<file path="src/rtl/operand_entry_pkg.sv">
// Shared definitions for the operand entry block: operand width and the
// load-tracking FSM encoding.
package operand_entry_pkg;

    localparam int OPERAND_W = 3;

    typedef enum logic [1:0] {
        EMPTY  = 2'd0,
        HAVE_A = 2'd1,
        HAVE_B = 2'd2,
        FULL   = 2'd3
    } state_t;

endpackage

</file>
<file path="src/rtl/btn_debounce.sv">
// Two-flop synchroniser, debounce counter and rising-edge press detector for
// one raw push button; press is a single-cycle pulse per accepted press.
module btn_debounce #(
    parameter int DEBOUNCE_CYCLES = 16
) (
    input  logic clk,
    input  logic rst,
    input  logic raw,
    output logic press
);

    localparam int CW = $clog2(DEBOUNCE_CYCLES + 1);
    localparam logic [CW-1:0] CNT_LAST = CW'(DEBOUNCE_CYCLES - 1);

    logic          sync1;
    logic          sync2;
    logic          level;
    logic          level_d;
    logic [CW-1:0] cnt;

    // The counter counts consecutive samples disagreeing with the accepted
    // level; the edge that would bring it to DEBOUNCE_CYCLES flips the level
    // and clears it instead, so it can never run past its terminal value.
    always_ff @(posedge clk) begin
        if (rst) begin
            sync1   <= 1'b0;
            sync2   <= 1'b0;
            level   <= 1'b0;
            level_d <= 1'b0;
            cnt     <= '0;
        end else begin
            sync1   <= raw;
            sync2   <= sync1;
            level_d <= level;
            if (sync2 == level) begin
                cnt <= '0;
            end else if (cnt >= CNT_LAST) begin
                level <= ~level;
                cnt   <= '0;
            end else begin
                cnt <= cnt + 1'b1;
            end
        end
    end

    assign press = level & ~level_d;

endmodule

</file>
<file path="src/rtl/operand_entry.sv">
// Captures two 3-bit adder operands from switches on debounced button presses
// and tracks which operands have been loaded since the last clear.
module operand_entry
    import operand_entry_pkg::*;
#(
    parameter int DEBOUNCE_CYCLES = 16
) (
    input  logic                 clk,
    input  logic                 rst,
    input  logic [OPERAND_W-1:0] sw,
    input  logic                 btn_a,
    input  logic                 btn_b,
    input  logic                 btn_clr,
    output logic [OPERAND_W-1:0] in1,
    output logic [OPERAND_W-1:0] in2,
    output logic                 a_valid,
    output logic                 b_valid,
    output logic                 ready
);

    logic [OPERAND_W-1:0] sw_s1;
    logic [OPERAND_W-1:0] sw_s2;
    logic                 press_a;
    logic                 press_b;
    logic                 press_clr;

    state_t               state_q;
    state_t               state_d;
    logic [OPERAND_W-1:0] opa_q;
    logic [OPERAND_W-1:0] opa_d;
    logic [OPERAND_W-1:0] opb_q;
    logic [OPERAND_W-1:0] opb_d;

    btn_debounce #(.DEBOUNCE_CYCLES(DEBOUNCE_CYCLES)) u_deb_a (
        .clk   (clk),
        .rst   (rst),
        .raw   (btn_a),
        .press (press_a)
    );

    btn_debounce #(.DEBOUNCE_CYCLES(DEBOUNCE_CYCLES)) u_deb_b (
        .clk   (clk),
        .rst   (rst),
        .raw   (btn_b),
        .press (press_b)
    );

    btn_debounce #(.DEBOUNCE_CYCLES(DEBOUNCE_CYCLES)) u_deb_clr (
        .clk   (clk),
        .rst   (rst),
        .raw   (btn_clr),
        .press (press_clr)
    );

    always_ff @(posedge clk) begin
        if (rst) begin
            sw_s1   <= '0;
            sw_s2   <= '0;
            state_q <= EMPTY;
            opa_q   <= '0;
            opb_q   <= '0;
        end else begin
            sw_s1   <= sw;
            sw_s2   <= sw_s1;
            state_q <= state_d;
            opa_q   <= opa_d;
            opb_q   <= opb_d;
        end
    end

    // Clear beats loads; a re-press of an already loaded operand just
    // overwrites its value without disturbing the state.
    always_comb begin
        state_d = state_q;
        opa_d   = opa_q;
        opb_d   = opb_q;
        if (press_clr) begin
            state_d = EMPTY;
            opa_d   = '0;
            opb_d   = '0;
        end else if (press_a && press_b) begin
            state_d = FULL;
            opa_d   = sw_s2;
            opb_d   = sw_s2;
        end else if (press_a) begin
            opa_d = sw_s2;
            case (state_q)
                EMPTY:   state_d = HAVE_A;
                HAVE_B:  state_d = FULL;
                default: state_d = state_q;
            endcase
        end else if (press_b) begin
            opb_d = sw_s2;
            case (state_q)
                EMPTY:   state_d = HAVE_B;
                HAVE_A:  state_d = FULL;
                default: state_d = state_q;
            endcase
        end
    end

    assign in1     = opa_q;
    assign in2     = opb_q;
    assign a_valid = (state_q == HAVE_A) || (state_q == FULL);
    assign b_valid = (state_q == HAVE_B) || (state_q == FULL);
    assign ready   = (state_q == FULL);

endmodule

</file>
<file path="config.mk">
export PLATFORM = sky130hd
export DESIGN_NAME = operand_entry
export DESIGN_NICKNAME = d
export VERILOG_FILES = /design/src/rtl/operand_entry_pkg.sv /design/src/rtl/btn_debounce.sv /design/src/rtl/operand_entry.sv
export SDC_FILE = /design/constraint.sdc
export NUM_CORES = 1
export LEC_CHECK = 0
export BUFFER_PORTS_ARGS = -buffer_cell sky130_fd_sc_hd__buf_2
export CORE_ASPECT_RATIO = 2
export CORE_UTILIZATION = 35
export CTS_BUF_LIST = sky130_fd_sc_hd__clkbuf_16
export DETAILED_ROUTE_END_ITERATION = 10
export GPL_TIMING_DRIVEN = 1
export PLACE_DENSITY = 0.62
export SYNTH_ARGS = -nofsm -noshare
export SYNTH_HDL_FRONTEND = slang
export SYNTH_HIERARCHICAL = 1
export SYNTH_SLANG_ARGS = --single-unit
export TNS_END_PERCENT = 30
</file>
<file path="constraint.sdc">
create_clock -name clk -period 1.5 [get_ports clk]
set_clock_uncertainty 0.15 [all_clocks]
set_input_delay 0.3 -clock clk [delete_from_list [all_inputs] [get_ports clk]]
set_output_delay 0.3 -clock clk [all_outputs]
set_load 0.02 [all_outputs]
</file>
# Word-level counts from Yosys, hierarchy flattened
# Index checks and enable logic that the tools add are counted.
dict set report op_classes {
  n_addsub 3
  order_cmp 3
  eq_ne 8
  n_mux 10
  bitwise 12
  n_reduce_logical 17
}
# op n
set op_table {}
lappend op_table {{5-bit by 1-bit adder with 5-bit output, second input constant} 3}
lappend op_table {{5-bit by 4-bit greater-or-equal comparator with 1-bit output, second input constant} 3}
lappend op_table {{3-bit 2-to-1 mux} 5}
lappend op_table {{1-bit inverter} 9}
lappend op_table {{3-bit OR reduction} 3}
lappend op_table {{2-bit one-hot mux with 2 select lines} 2}
lappend op_table {{2-bit AND reduction} 4}
lappend op_table {{2-bit 2-to-1 mux} 3}
lappend op_table {{2-bit == test, second input constant} 2}
lappend op_table {{4-bit by 1-bit inequality test with 1-bit output, second input constant} 1}
lappend op_table {{2-bit nonzero test} 2}
lappend op_table {{4-bit nonzero test} 1}
lappend op_table {{1-bit AND} 3}
lappend op_table {{1-bit == test} 3}
lappend op_table {{3-bit AND reduction} 1}
lappend op_table {{3-bit nonzero test} 1}
lappend op_table {{2-bit by 1-bit == test with 1-bit output, second input constant} 1}
lappend op_table {{2-bit logical NOT} 1}
lappend op_table {{1-bit logical OR} 2}
lappend op_table {{2-bit by 1-bit inequality test with 1-bit output, second input constant} 1}
lappend op_table {{2-bit OR reduction} 1}
lappend op_table {{1-bit logical AND} 1}
dict set report totals {
  regBits 41
  input_bits 8
  out_inout_bits 9
  wordCells 73
}

# Longest topological paths before layout
dict set report depth {
  ltp_word 5
  ltp_mapped 6
  ltp_nobuf 6
}

# Modules after synthesis
# The synthesis kept the hierarchy.
# mod instances cells_per_inst area_each_um2 seq_area_each_um2
set by_module_without_submodules {}
lappend by_module_without_submodules {btn_debounce 3 33 341.6 180.2}
lappend by_module_without_submodules {operand_entry 1 41 461.7 280.3}

# Least setup slack after synthesis
# Ideal clock, no wire load.
dict set report synth_timing {
  path_type {reg-to-reg}
  from {register u_deb_a.cnt[0]}
  to {register u_deb_a.level}
  setup_ns 0.116
  t_arrival_ns 1.262
  slack_ns -0.028
  stages_incl_launch_ff 7
  cell_sequence {dfxtp_1 -> ha_1 -> and3_1 -> ha_1 -> nor2_2 -> a21oi_1 -> a31o_1}
}
dict set report synth_via {
  elab_chain_len 2
}
# element line_no
set synth_rtl {}
lappend synth_rtl {{from (decl)} btn_debounce.sv:19} ;# logic [CW-1:0] cnt;
lappend synth_rtl {{from (signal assigned)} btn_debounce.sv:41} ;# cnt <= cnt + 1'b1;
lappend synth_rtl {{5-bit by 4-bit greater-or-equal comparator with 1-bit output} btn_debounce.sv:37} ;# end else if (cnt >= CNT_LAST) begin
lappend synth_rtl {{2-bit AND reduction (no source line)} -}
lappend synth_rtl {{to (signal assigned)} btn_debounce.sv:38} ;# level <= ~level;
lappend synth_rtl {{to (decl)} btn_debounce.sv:17} ;# logic level;
# Every way passes these cells.
# A chain may end at the register's enable or synchronous reset.

# Worst setup path in the final report
dict set report layout_timing {
  from {register u_deb_a.cnt[1]}
  to {register u_deb_a.level}
}
# The elaborated chain is that of the path after synthesis.

==> summary.md <==
| Metric | Value |
|---|---|
| IO Pins | `17` |
| Worst Max-Slew Pin Slew | `0.3979 ns` |
| Chip Width | `about 48 um` |
| Vias | `about 1.0k` |
| Gate Count Post-Synth | `between 100 and 150` |
| Fin crit share | `between 90% and 100%` |
| DR WL/cell | `roughly 11 um` |
| Port buffer count | `16` |
| Vias in the first global route | `approximately 1.1k` |
| R2r setup slk | `roughly 0.0085 ns` |
| Slew HR | `between 70% and 80%` |
| Combinational power share | `2.6%` |
| Fmax | `around 670 MHz` |
| Place WS | `-0.05974 ns` |
| Register area share after synthesis | `55.22%` |
| Area grow syn2layout | `31.48%` |
| Sw frac | `between 10% and 20%` |
| Routability Congestion | `approximately 0.69` |
| Commonest non-fill, non-tap cell in the layout | `dfxtp_1` |
| Insertion delay to the later sink of the worst-skew pair | `between 0.2 and 0.3 ns` |
| Post-route setup slack | `between 0.008 and 0.009 ns` |
| Worst Path Max Fanout | `3` |
| First-pass GRT wire length | `between 4000 and 5000 um` |
| Syn Nets | `around 150` |
| Switching pwr | `between 400 and 500 uW` |
| Crit path kind | `reg -> reg` |
| Starting Density | `a little over a third` |
| Syn Std Cell Area | `approximately 1500 um2` |
| CTS Buf Count | `5` |
| DRT antenna net count | `0` |
| Largest net degree at the start of global routing | `23` |
| Final nets | `between 150 and 200` |
| Number of core rows | `33` |
| Worst R2R Path Depth | `6` |
| Startpoint types | `flop` |
| Iter 0 DRT Violations | `10` |
| Clock Power Share | `46.1%` |
| H-tree depth | `2` |
| Initial DRT Pass Iterations | `4` |
| Final WL | `around 2500 um` |
| VDD IR max | `742.3 uV` |
| Final Hold Viols | `0` |
| Maxcap violations | `0` |
| Leak | `slightly below 0.8 nW` |
| Hold Crit Depth | `2` |
| Worst setup EP type | `flop` |
| Seq pwr share | `51.4%` |
| Hold worst-path end | `u_deb_b/sync1$_SDFF_PP0_` |
| Fill count | `394` |
| Footprint of the multi-input gates | `759.5 um2` |
| Distinct cell type count after synthesis | `21` |
| Power density over cell area | `between 1000 and 1500 nW/um2` |
| Dpl hpwl | `about 1700 um` |
| Clock buffer depth | `2` |
| Die H | `94.16 um` |
| Initial antenna violation count | `0` |
| Fin util | `47.81%` |
| Required time worst endpoint | `1.52 ns` |
| CTS sink count | `a little over 40` |
| Min Tclk post-route | `1.492 ns` |
| CTS root buffer | `clkbuf_16` |
| #FFs+latches synth | `about 40` |
| Post-route insts no fill | `around 220` |
| Post-synth EDFFs | `0` |
| Syn avg cell area | `approximately 11 um2` |
| Core area | `4088 um2` |
| GRT overflow | `0` |
| Post-synth ARST share | `0%` |
| Min-Delay Path Class | `in -> reg` |
| Clock transition at path regs | `around 0.060 ns` |
| GR Util All Layers | `a little over an eighth` |
| TritonCTS clock tree | `yes` |
| Top_reg_cell synth | `dfxtp_1` |
| CP arrival | `approximately 1.5 ns` |
| Die ar. | `about 4500 um2` |
| Crit Reg-Reg Endpoint | `u_deb_a/level$_SDFFE_PP0P_` |
| Most frequent cells in the layout | `dfxtp_1, nor2_1, buf_2` |
| Min-delay src | `btn_b` |
| Outcome | `finished clean` |
| Setup Viol. Count Final | `0` |
| Drt drc | `0` |
| Pwr Total | `about 2.2 mW` |
| Vias per cell | `4.593` |
| Slew Limit Fails | `0` |
| RSZ-0062 raised after global routing | `yes` |
| Layout cell share with drive strength beyond 1 | `a little under two fifths` |
| Internal | `roughly 1.7 mW` |
| Sequential standard cell area | `~830 um2` |
| Synth warn | `6` |
| Dpl cells | `between 200 and 250` |
| R2r startpoint | `u_deb_a/cnt[1]$_SDFF_PP0_` |
| Diode count | `0` |
## layout make-up
class                      count  share of cell area [%]
clock buffer                   5                   6.402
timing repair buffer          24                   7.170
sequential                    41                   42.38
inverter                       6                   1.152
clock inverter                 3                  0.7042
multi-input combinational     90                   38.86
tap                           52                   3.329
## worst max-delay path by stage
stage | startpoint | endpoint | slack, ns | cells after the start
6_report | u_deb_a/cnt[1]$_SDFF_PP0_ | u_deb_a/level$_SDFFE_PP0P_ | 0.008 | 6
4_1_cts | u_deb_b/cnt[0]$_SDFF_PP0_ | u_deb_b/level$_SDFFE_PP0P_ | -0.008 | 6
3_5_place_dp | u_deb_b/cnt[0]$_SDFF_PP0_ | u_deb_b/cnt[2]$_SDFF_PP0_ | -0.06 | 6
5_1_grt | u_deb_a/cnt[1]$_SDFF_PP0_ | u_deb_a/level$_SDFFE_PP0P_ | -0.03 | 6
3_3_place_gp | u_deb_b/cnt[1]$_SDFF_PP0_ | u_deb_b/level$_SDFFE_PP0P_ | -0.006 | 6
2_1_floorplan | u_deb_b/cnt[0]$_SDFF_PP0_ | u_deb_b/level$_SDFFE_PP0P_ | -0.005 | 6
## cells by family (layout without fill, tap and decap cells)
| group | after synthesis | in the layout | synth area share, % |
|---|---|---|---|
| mux | 6 | 6 | 4.041 |
| buf+inv | 9 | 38 | 2.778 |
| simple gates | 63 | 63 | 24.83 |
| xor+xnor | 9 | 9 | 5.303 |
| fa+ha+maj | 6 | 6 | 5.050 |
| flops | 41 | 41 | 55.22 |
| compound gates | 6 | 6 | 2.778 |
## synthesized netlist by cell type, types with 2 or more instances
| master | number | area share (%) |
|---|---|---|
| nand3_1 | 3 | 1.0 |
| nor2b_1 | 12 | 5.1 |
| a21oi_1 | 3 | 1.0 |
| clkbuf_1 | 2 | 0.51 |
| and3_1 | 3 | 1.3 |
| a31o_1 | 3 | 1.8 |
| dfxtp_1 | 41 | 55 |
| xor2_1 | 6 | 3.5 |
| nor2_2 | 3 | 1.3 |
| nor2_1 | 25 | 6.3 |
| inv_1 | 6 | 1.5 |
| and2b_2 | 6 | 3.5 |
| nand4b_2 | 3 | 3.0 |
| mux2i_1 | 6 | 4.0 |
| nand4_1 | 3 | 1.3 |
| nand2b_1 | 3 | 1.3 |
| ha_1 | 6 | 5.1 |
| xnor2_1 | 3 | 1.8 |
## worst max-delay path, cell delays in order (launching register included)
cell	delay, ns
dfxtp_2	0.34
ha_4	0.16
and3_4	0.18
ha_4	0.16
nor2_4	0.14
a21oi_2	0.08
a31o_1	0.19
## power by group through the flow
stage / registers, mW / logic, mW / clock network (mW)
final: 1.12 / 0.0554 / 1.00
after global routing: 1.12 / 0.0624 / 1.08
after CTS: 1.11 / 0.0556 / 1.03
after detailed placement: 1.14 / 0.0502 / 0
after global placement: 1.14 / 0.0496 / 0
after floorplan: 1.14 / 0.0308 / 0
## per-stage QoR
step                      setup TNS (ns)  instance area, um2  hold WS [ns]
after floorplan                -0.009590                1489        0.2216
after global placement          -0.01262                1660        0.2723
after CTS                       -0.01276                1901       0.07840
after global routing            -0.03527                1954       0.09783
final                                  0                1954       0.08495
after detailed placement         -0.6403                1660        0.2748
## layer usage
metal / share of wire (%) / routed length, um / global-route usage, % / vias up
met4: 3.2 / 78 / 9.259 / 0
met2: 56 / 1380 / 22.86 / 24
li1: - / - / - / 513
met1: 36 / 889 / 10.90 / 471
met3: 4.6 / 114 / 5.385 / 7
met5: 0 / 0 / 0 / -
## flip-flops by register name, summed over array words and instances (netlist names)
register and count:
in1 3, u_deb_clr/sync1 1, u_deb_b/sync1 1, u_deb_b/level 1, u_deb_a/level 1, u_deb_b/cnt 5
sw_s2 3, u_deb_a/level_d 1, u_deb_b/level_d 1, sw_s1 3, state_q 2, u_deb_clr/level_d 1
u_deb_a/sync1 1, u_deb_clr/sync2 1, u_deb_a/cnt 5, u_deb_clr/cnt 5, u_deb_b/sync2 1, u_deb_a/sync2 1
in2 3, u_deb_clr/level 1
## timing repair
item                                    in CTS  in global routing
endpoints found under the setup margin      18                 18
setup buffers                                2                  0
gates resized for setup                     21                  8
pin swaps                                    4                 11
hold buffers                                 0                  0
Power figures use the tool's default switching activity.
